==> src/rtl/dmem_arbiter.sv <==
// Shares one synchronous data RAM and the LED/switch registers between the CPU LSU (port 0)
// and the debug loader (port 1): round-robin arbitration plus an exclusive lock for port 1.
module dmem_arbiter #(
  parameter int unsigned       ADDR_W   = 32,
  parameter int unsigned       DATA_W   = 32,
  parameter logic [ADDR_W-1:0] LED_ADDR = 32'h0000_1000,
  parameter logic [ADDR_W-1:0] SW_ADDR  = 32'h0000_1004
) (
  input  logic              clk,
  input  logic              reset,
  input  logic              m0_req,
  input  logic              m0_we,
  input  logic [ADDR_W-1:0] m0_addr,
  input  logic [DATA_W-1:0] m0_wdata,
  input  logic              m1_req,
  input  logic              m1_we,
  input  logic [ADDR_W-1:0] m1_addr,
  input  logic [DATA_W-1:0] m1_wdata,
  input  logic              m1_lock,
  output logic              m0_ready,
  output logic              m1_ready,
  output logic              m0_rvalid,
  output logic              m1_rvalid,
  output logic [DATA_W-1:0] m0_rdata,
  output logic [DATA_W-1:0] m1_rdata,
  output logic              mem_en,
  output logic              mem_we,
  output logic [ADDR_W-1:0] mem_addr,
  output logic [DATA_W-1:0] mem_wdata,
  input  logic [DATA_W-1:0] mem_rdata,
  input  logic [7:0]        sw,
  output logic [7:0]        leds_out
);

  typedef enum logic [0:0] {
    ST_RR   = 1'b0,
    ST_LOCK = 1'b1
  } state_t;

  state_t            state_r, state_nxt_s;
  logic              last_grant_r;
  logic [7:0]        leds_r;
  logic              tag_valid_r, tag_port_r, tag_io_r;
  logic [DATA_W-1:0] io_data_r;

  logic              lock_hold_s, arb_last_s, grant0_s, grant1_s, any_grant_s;
  logic              sel_we_s, led_hit_s, sw_hit_s, io_hit_s;
  logic [ADDR_W-1:0] sel_addr_s;
  logic [DATA_W-1:0] sel_wdata_s, resp_data_s;

  // Arbitration and next-state; leaving LOCK arbitrates as RR with port 1 counted as last winner.
  always_comb begin
    lock_hold_s = 1'b0;
    arb_last_s  = last_grant_r;
    grant0_s    = 1'b0;
    grant1_s    = 1'b0;
    state_nxt_s = state_r;
    if (state_r == ST_LOCK) begin
      lock_hold_s = m1_lock;
      arb_last_s  = 1'b1;
    end else begin
      lock_hold_s = 1'b0;
      arb_last_s  = last_grant_r;
    end
    if (!reset) begin
      grant0_s = 1'b0;
      grant1_s = 1'b0;
    end else if (lock_hold_s) begin
      grant0_s = 1'b0;
      grant1_s = m1_req;
    end else if (m0_req && m1_req) begin
      grant0_s = arb_last_s;
      grant1_s = !arb_last_s;
    end else begin
      grant0_s = m0_req;
      grant1_s = m1_req;
    end
    case (state_r)
      ST_RR:   state_nxt_s = (grant1_s && m1_lock) ? ST_LOCK : ST_RR;
      ST_LOCK: state_nxt_s = m1_lock ? ST_LOCK : ST_RR;
      default: state_nxt_s = ST_RR;
    endcase
  end

  // Route the granted port and decode its word address against the I/O registers.
  always_comb begin
    any_grant_s = grant0_s | grant1_s;
    if (grant1_s) begin
      sel_we_s    = m1_we;
      sel_addr_s  = m1_addr;
      sel_wdata_s = m1_wdata;
    end else begin
      sel_we_s    = m0_we;
      sel_addr_s  = m0_addr;
      sel_wdata_s = m0_wdata;
    end
    led_hit_s = (sel_addr_s[ADDR_W-1:2] == LED_ADDR[ADDR_W-1:2]);
    sw_hit_s  = (sel_addr_s[ADDR_W-1:2] == SW_ADDR[ADDR_W-1:2]);
    io_hit_s  = led_hit_s | sw_hit_s;
    mem_en    = any_grant_s & !io_hit_s;
    mem_we    = mem_en & sel_we_s;
    if (mem_en) begin
      mem_addr  = sel_addr_s;
      mem_wdata = sel_wdata_s;
    end else begin
      mem_addr  = {ADDR_W{1'b0}};
      mem_wdata = {DATA_W{1'b0}};
    end
  end

  // Read response steering from the registered tag; rdata is forced to zero without rvalid.
  always_comb begin
    resp_data_s = tag_io_r ? io_data_r : mem_rdata;
    m0_rvalid   = tag_valid_r & !tag_port_r;
    m1_rvalid   = tag_valid_r & tag_port_r;
    m0_rdata    = m0_rvalid ? resp_data_s : {DATA_W{1'b0}};
    m1_rdata    = m1_rvalid ? resp_data_s : {DATA_W{1'b0}};
  end

  assign m0_ready = grant0_s;
  assign m1_ready = grant1_s;
  assign leds_out = leds_r;

  // State, round-robin history, LED register and pending read tag.
  always_ff @(posedge clk) begin
    if (!reset) begin
      state_r      <= ST_RR;
      last_grant_r <= 1'b1;
      leds_r       <= 8'h00;
      tag_valid_r  <= 1'b0;
      tag_port_r   <= 1'b0;
      tag_io_r     <= 1'b0;
      io_data_r    <= {DATA_W{1'b0}};
    end else begin
      state_r <= state_nxt_s;
      if (any_grant_s) begin
        last_grant_r <= grant1_s;
      end
      if (any_grant_s && sel_we_s && led_hit_s) begin
        leds_r <= sel_wdata_s[7:0];
      end
      tag_valid_r <= any_grant_s & !sel_we_s;
      tag_port_r  <= grant1_s;
      tag_io_r    <= io_hit_s;
      io_data_r   <= led_hit_s ? {{(DATA_W-8){1'b0}}, leds_r} : {{(DATA_W-8){1'b0}}, sw};
    end
  end

endmodule

==> config.mk <==
export PLATFORM = sky130hd
export DESIGN_NAME = dmem_arbiter
export DESIGN_NICKNAME = d
export VERILOG_FILES = /design/src/rtl/dmem_arbiter.sv
export SDC_FILE = /design/constraint.sdc
export NUM_CORES = 1
export LEC_CHECK = 0
export CAP_MARGIN = 20
export CORE_AREA = 2 2 122 124
export CTS_BUF_LIST = sky130_fd_sc_hd__clkbuf_4
export CTS_CLUSTER_DIAMETER = 100
export DETAILED_ROUTE_END_ITERATION = 8
export DIE_AREA = 0 0 124 126
export GPL_TIMING_DRIVEN = 0
export HOLD_SLACK_MARGIN = 0.15
export PLACE_DENSITY = 0.65
export SLEW_MARGIN = 30
export SYNTH_ARGS = -nofsm -noshare
export SYNTH_HDL_FRONTEND = slang
export SYNTH_SLANG_ARGS = --single-unit
==> constraint.sdc <==
create_clock -name clk -period 2.29 [get_ports clk]
set_input_delay 0.229 -clock clk [delete_from_list [all_inputs] [get_ports clk]]
set_output_delay 0.229 -clock clk [all_outputs]
set_load 0.05 [all_outputs]
==> flow_summary.toml, run 1 <==
[power]
p_leak_uw = 0.003332
irDropWorstVdd_mv = 0.1581
pwr-share-clk_pct = 9.6
p_int_uw = 1108
combPwrFrac_pct = 71.8
p_sw_uw = 949.1
seqPwrFrac_pct = 18.6
pwr_density_cell_nw_per_um2 = 288.0
switching_share_pct = 46.14

[layout]
fin_cells = 963
ff_latch_area_um2 = 424.2
fill_cells = 1403
drive_gt1_share_pct = 28.50
n_antenna_cell = 0
utilization_pct = 49.90
nNetsFinal = 955
syn_to_final_growth_pct = 184.5
multi_input_area_um2 = 2515
final_cell_area_um2 = 7142

[sta]
fmax_ghz = 0.4065
whs_ps = 292.8
grt_setup_unrepaired = "yes"
worstMarginPinSlew_ps = 665.4
fin_ws_ps = -169.8
max_slew_margin_pct = 55.64
fin_crit_sh_pct = 107.4
slew_violations = 0
fin_tns_setup_ps = -9794
fin_skew_ps = 16.80
setup_viol = 67
finalHoldViolCount = 0
fin_crit_ps = 2460

[synthesis]
syn_inst = 438
synth_top_area_share_pct = 19.44
syn_avg_cell_area_um2 = 5.730
yosys-top-cells-area = "nand2_1 (19%), dfxtp_1 (17%), a21oi_1 (11%)"
synthAdderAreaFrac_pct = 0
yosys_most_used_dff = "dfxtp_1"
synth-async-reset-ratio_pct = 0
synth_top_cell_by_area = "nand2_1"
synthDistinctLibCells = 33
synthesis.nets = 613
yosysWarnings = 0
synth_edf_count = 0
syn_area_um2 = 2510
synth_compound_area_share_pct = 21.14
synthXorXnorAreaFrac_pct = 0
synth_seq_cells = 21
synth-simple-area-share_pct = 44.17
seq_area_frac_synth_pct = 16.75
muxShareOfSynthArea_pct = 10.42
synth_top_family_by_area = "simple AND/OR/NAND/NOR gates"

[worst_setup_path]
cp.required_ps = 2060
end_kind = "output port"
worst_ep_arrival_time_ps = 2230
regToRegSetupSlack_ps = -10
cp_cell_sequence = "a21bo_4 > o21bai_4 > inv_2 > or3_4 > nand3_4 > buf_12 > clkbuf_16 > a21oi_2 > buf_6"
startpoint_type = "register"
crit_slowest_cell = "or3_4"
cp_max_fo = 5
critical-path-max-stage-delay_ps = 410
crit_type = "register to output port"

[detailed_routing]
first_pass_iters = 4
drt_iter0_markers = 184
drc = 0
ant_nets = 0
num_vias = 4383
avgRoutedWirePerCell_um = 17.54
viasPerCell = 4.551
wl_um = 16890

[clocking]
clkTransAtPathRegs_ps = 130
clock_path_buffers = 2
clk_latency_ps = 310
cts-root-buf = "clkbuf_4"
htreeDepth = 1
cts.sinks = 21
cts_made_buffers = 3
cts_tree = "yes"
hold_buffers = 0

[place]
dp_hpwl_um = 13360
dp_cells = 938
placed_area_um2 = 6181
routabilityCongestion = 0.8138
port_buffers = 316

[worst_hold_path]
hold_class = "input port to register"

[floorplan]
die_w_um = 124
dieHeight_um = 126
initial_utilization_pct = 17.53
ios = 317
die_area_um2 = 15620
num_rows = 44
core_um2 = 14310

[flow_run]
maxCapViolations = 0

[outcome]
status = "finished with violations"
violations = "setup timing"

[grt]
grt_pass1_vias = 4107
grt_max_degree = 12
antenna_found_initial = 0
overflow = 0
grt_usage_pct = 19.41
grt_pass1_wl_um = 23490
## cell usage in the layout (no fill, tap or decap), drive strengths merged
cell           netlist  routed
a2111o               1       1
a2111oi              8       8
a211oi               9       9
a21bo                1       1
a21boi               2       2
a21o                 1       1
a21oi               57      57
a2bb2oi              1       1
and2                 1       1
and3                 1       1
buf                 10      95
clkbuf              26      32
clkdlybuf4s15        0       1
clkdlybuf4s50        0     174
dfxtp               21      21
dlygate4sd2          0      50
dlymetal6s2s         0      25
inv                 14      14
mux2                 9       9
mux2i               16      16
nand2              130     130
nand2b              25      25
nand3                1       1
nand4                4       4
nor2                70      70
nor2b                9       9
nor3                 2       2
nor4                10      10
nor4b                2       2
o2111ai              1       1
o21ai                2       2
o21bai               1       1
o22ai                1       1
or3                  2       2
## worst max-delay path: cells and delay by family, from the launching register on
kind	cells	cell delay (ps)
compound gates	3	440
buf+inv	4	530
flops	1	390
simple gates	2	550
## area by class of cell
cell class,count,area share (%)
buffer,35,4.467
clock buffer,4,0.4205
inverter,14,0.7708
multi-input combinational,367,35.21
sequential,21,5.939
tap,184,3.224
timing repair buffer,338,49.96
## synthesized netlist by cell type, types with 2 or more instances
library cell,number
clkbuf_1,26
o21ai_0,2
nand2_1,130
mux2_2,9
nor2b_1,9
nor3_1,2
buf_1,9
nor2_1,70
a21oi_1,56
nor4_1,10
or3_1,2
a2111oi_0,8
nand4_1,4
a21boi_0,2
inv_1,13
nand2b_1,25
nor4b_1,2
a211oi_1,9
mux2i_1,16
dfxtp_1,21
## power by group through the flow
| stage | Sequential [µW] | Combinational, µW | Clock (µW) |
|---|---|---|---|
| global placement | 391 | 1300 | 0 |
| CTS | 384 | 1380 | 196 |
| global route | 385 | 1550 | 215 |
| finish | 383 | 1480 | 197 |
| detailed placement | 391 | 1300 | 0 |
| floorplan | 389 | 689 | 0 |
## registers in the layout (all words and copies together), names as in the netlist
| signal | flops |
|---|---|
| leds_out | 8 |
| state_r | 1 |
| io_data_r | 8 |
| tag_port_r | 1 |
| tag_valid_r | 1 |
| tag_io_r | 1 |
| last_grant_r | 1 |
## layer usage
layer | track usage, % | wire [µm]
met1 | 23.60 | 6782
met2 | 36.07 | 8700
met3 | 4.212 | 1287
met4 | 1.322 | 118
met5 | 0 | 0
## what timing repair did
| action | CTS | global route |
|---|---|---|
| endpoints found under the setup margin | 133 | 107 |
| pin swaps | 14 | 18 |
| cloned | 4 | 5 |
| gates resized for setup | 559 | 142 |
| buffers inserted | 13 | 4 |
## kinds of logic (layout without fill, tap and decap cells)
| family | count (synthesis) | in the layout |
|---|---|---|
| mux | 25 | 25 |
| buf+inv | 50 | 391 |
| simple gates | 257 | 257 |
| flops | 21 | 21 |
| compound gates | 85 | 85 |
## through the flow
step,total power (µW),worst slack [ps]
after floorplan,1078,-99.44
after global placement,1690,-1565
after detailed placement,1690,-1516
after CTS,1963,-211.1
after global routing,2148,-250.7
final,2057,-169.8
## final timing paths
check                 end  cells after the start   startpoint
max reg2reg   leds_out[2]                      7      state_r
min          last_grant_r                      3       m1_req
max          mem_addr[11]                      9      state_r
min reg2reg  io_data_r[1]                      2  leds_out[1]
(Power assumes the default switching activity.)
==> run 2, diff against run 1 <==
--- a/config.mk
+++ b/config.mk
@@ -6,14 +6,14 @@
 export NUM_CORES = 1
 export LEC_CHECK = 0
 export CAP_MARGIN = 20
-export CORE_AREA = 2 2 122 124
+export CORE_AREA = 2 2 121 123
 export CTS_BUF_LIST = sky130_fd_sc_hd__clkbuf_4
 export CTS_CLUSTER_DIAMETER = 100
 export DETAILED_ROUTE_END_ITERATION = 8
-export DIE_AREA = 0 0 124 126
+export DIE_AREA = 0 0 123 125
 export GPL_TIMING_DRIVEN = 0
 export HOLD_SLACK_MARGIN = 0.15
-export PLACE_DENSITY = 0.65
+export PLACE_DENSITY = 0.66
 export SLEW_MARGIN = 30
 export SYNTH_ARGS = -nofsm -noshare
 export SYNTH_HDL_FRONTEND = slang
==> constraint.sdc (replaced) <==
create_clock -name clk -period 3.15 [get_ports clk]
set_input_delay 0.315 -clock clk [delete_from_list [all_inputs] [get_ports clk]]
set_output_delay 0.315 -clock clk [all_outputs]
set_load 0.05 [all_outputs]
==> run 2 against run 1 <==
  * The run now ends clean
  * Register-to-register slack improved by 800 ps
  * Final area shrank 19%
  * Die area shrank 1.6%
  * Non-clock buffer count fell by 21
  * Total power decreased by 38%
  * Critical path depth is the same
  * Critical path type is now input port to output port
  * Largest power group unchanged
  * Highest routed layer unchanged
==> flow_summary.toml, run 2 (same netlist as run 1, synthesis figures left out) <==
[worst_setup_path]
regToRegSetupSlack_ps = 790
worst_ep_arrival_time_ps = 2690
cp_max_fo = 10
crit_type = "input port to output port"
startpoint_type = "input port"
worstReg2RegStart = "state_r"
cp.required_ps = 2830
rr_worst_depth = 7
end_kind = "output port"
r2r-end = "leds_out[1]"

[place]
place_ws_ps = -1072
dp_hpwl_um = 12490
routabilityCongestion = 0.8423
port_buffers = 316

[sta]
grt_setup_unrepaired = "no"
fin_skew_ps = 5.793
worstMarginPinSlew_ps = 645.9
finalHoldViolCount = 0
setup_viol = 0
fin_crit_sh_pct = 95.55
slew_violations = 0
fin_crit_ps = 3010
whs_ps = 484.1
max_slew_margin_pct = 56.94
fmax_ghz = 0.3323
fin_ws_ps = 140.2

[detailed_routing]
drt_iter0_markers = 130
avgRoutedWirePerCell_um = 15.26
first_pass_iters = 4
num_vias = 4104
viasPerCell = 4.357
drc = 0
wl_um = 14380
ant_nets = 0

[power]
p_sw_uw = 587.4
switching_share_pct = 46.23
irDropWorstVdd_mv = 0.09656
pwr-share-clk_pct = 10.8
p_int_uw = 683.1
p_leak_uw = 0.002347
pwr_density_cell_nw_per_um2 = 219.8
seqPwrFrac_pct = 21.9
combPwrFrac_pct = 67.3

[worst_hold_path]
worstHoldStart = "leds_out[1]"
hold_class = "register to register"
whs_path_depth = 2
hold_end = "leds_out[1]"

[clocking]
clkTransAtPathRegs_ps = 110
clk_latency_ps = 300
cts_made_buffers = 3
clock_path_buffers = 2
cts_tree = "yes"
hold_buffers = 0
cts-root-buf = "clkbuf_4"
cts.sinks = 21
post-cts-setup-buffer-count = 0
htreeDepth = 1

[layout]
multi_input_area_um2 = 1913
ff_latch_area_um2 = 420.4
final_common_cell = "clkdlybuf4s50_1"
drive_gt1_share_pct = 11.21
final_cell_mix = "clkdlybuf4s50_1 (249), nand2_1 (130), nor2_1 (70)"
n_antenna_cell = 0
fill_cells = 1545
nNetsFinal = 934
syn_to_final_growth_pct = 130.3

[floorplan]
initial_utilization_pct = 17.67
die_area_um2 = 15380
dieHeight_um = 125
core_um2 = 14200
num_rows = 44
ios = 317
die_w_um = 123

[flow_run]
maxCapViolations = 0

[grt]
grt_pass1_wl_um = 21400
grt_pass1_vias = 3950
grt_max_degree = 12
antenna_found_initial = 0
grt_usage_pct = 17.57
overflow = 0

[outcome]
status = "finished, final reports clean"
## run 2: cell types whose count changed in the layout (fill, tap and decap cells not counted), sizes merged
cell,delta
clkdlybuf4s50,+75
dlygate4sd2,-33
clkdlybuf4s15,+7
clkbuf,+19
clkdlybuf4s18,+1
buf,-66
dlymetal6s2s,-24
## run 2: how the worst max path moves through the flow
stage / from / to / slack, ps / cells past startpoint
2_1_floorplan: m0_req / mem_addr[0] / 340 / 7
3_3_place_gp: m0_req / mem_wdata[24] / -1060 / 9
3_5_place_dp: m0_req / mem_wdata[24] / -1070 / 9
4_1_cts: m0_req / mem_wdata[24] / -90 / 9
5_1_grt: m0_req / mem_addr[5] / 0.4 / 9
6_report: m0_req / mem_en / 140 / 9
## run 2: final cells by class
cell class / instances / share of cell area, %
Timing Repair Buffer: 316 / 51.11
Buffer: 36 / 3.096
Sequential cell: 21 / 7.274
Inverter: 14 / 0.9093
Multi-Input combinational cell: 367 / 33.10
Tap cell: 184 / 3.984
Clock buffer: 4 / 0.5196
## run 2: metal layers
metal  wire, µm  share of wire, %  global-route usage (%)  vias to the layer above
met4        140              0.97                   2.005                        0
met2       7351                51                   33.21                      212
li1           -                 -                       -                     2092
met1       5596                39                   20.58                     1790
met3       1290               9.0                   3.741                       10
met5          0                 0                       0                        -
## run 2: timing repair
item	CTS	global route
cloned	0	0
gates resized for setup	147	91
endpoints found under the setup margin	66	58
## run 2: metrics by stage
stage	instances	total power [µW]	util, %	setup TNS, ps	instance area (µm²)
2_1_floorplan	438	737.8	-	0	2510
3_3_place_gp	938	1175	41.56	-49070	5903
3_5_place_dp	938	1176	41.56	-48850	5903
4_1_cts	942	1296	41.98	-620.9	5963
5_1_grt	942	1339	40.69	0	5779
6_report	942	1270	40.69	0	5779
## run 2: power groups by stage
stage | sequential [µW] | clock (µW) | combinational (µW)
2_1_floorplan | 283 | 0 | 455
4_1_cts | 279 | 144 | 873
5_1_grt | 280 | 152 | 908
3_5_place_dp | 285 | 0 | 892
6_report | 278 | 138 | 855
3_3_place_gp | 284 | 0 | 890
## run 2: worst max-delay path, cell delays in order
cell             delay [ps]
clkdlybuf4s50_1         480
a21bo_2                 270
o21bai_4                210
inv_2                    90
or3_1                   430
nand3_1                 140
buf_2                   260
inv_1                    70
dlygate4sd2_1           430
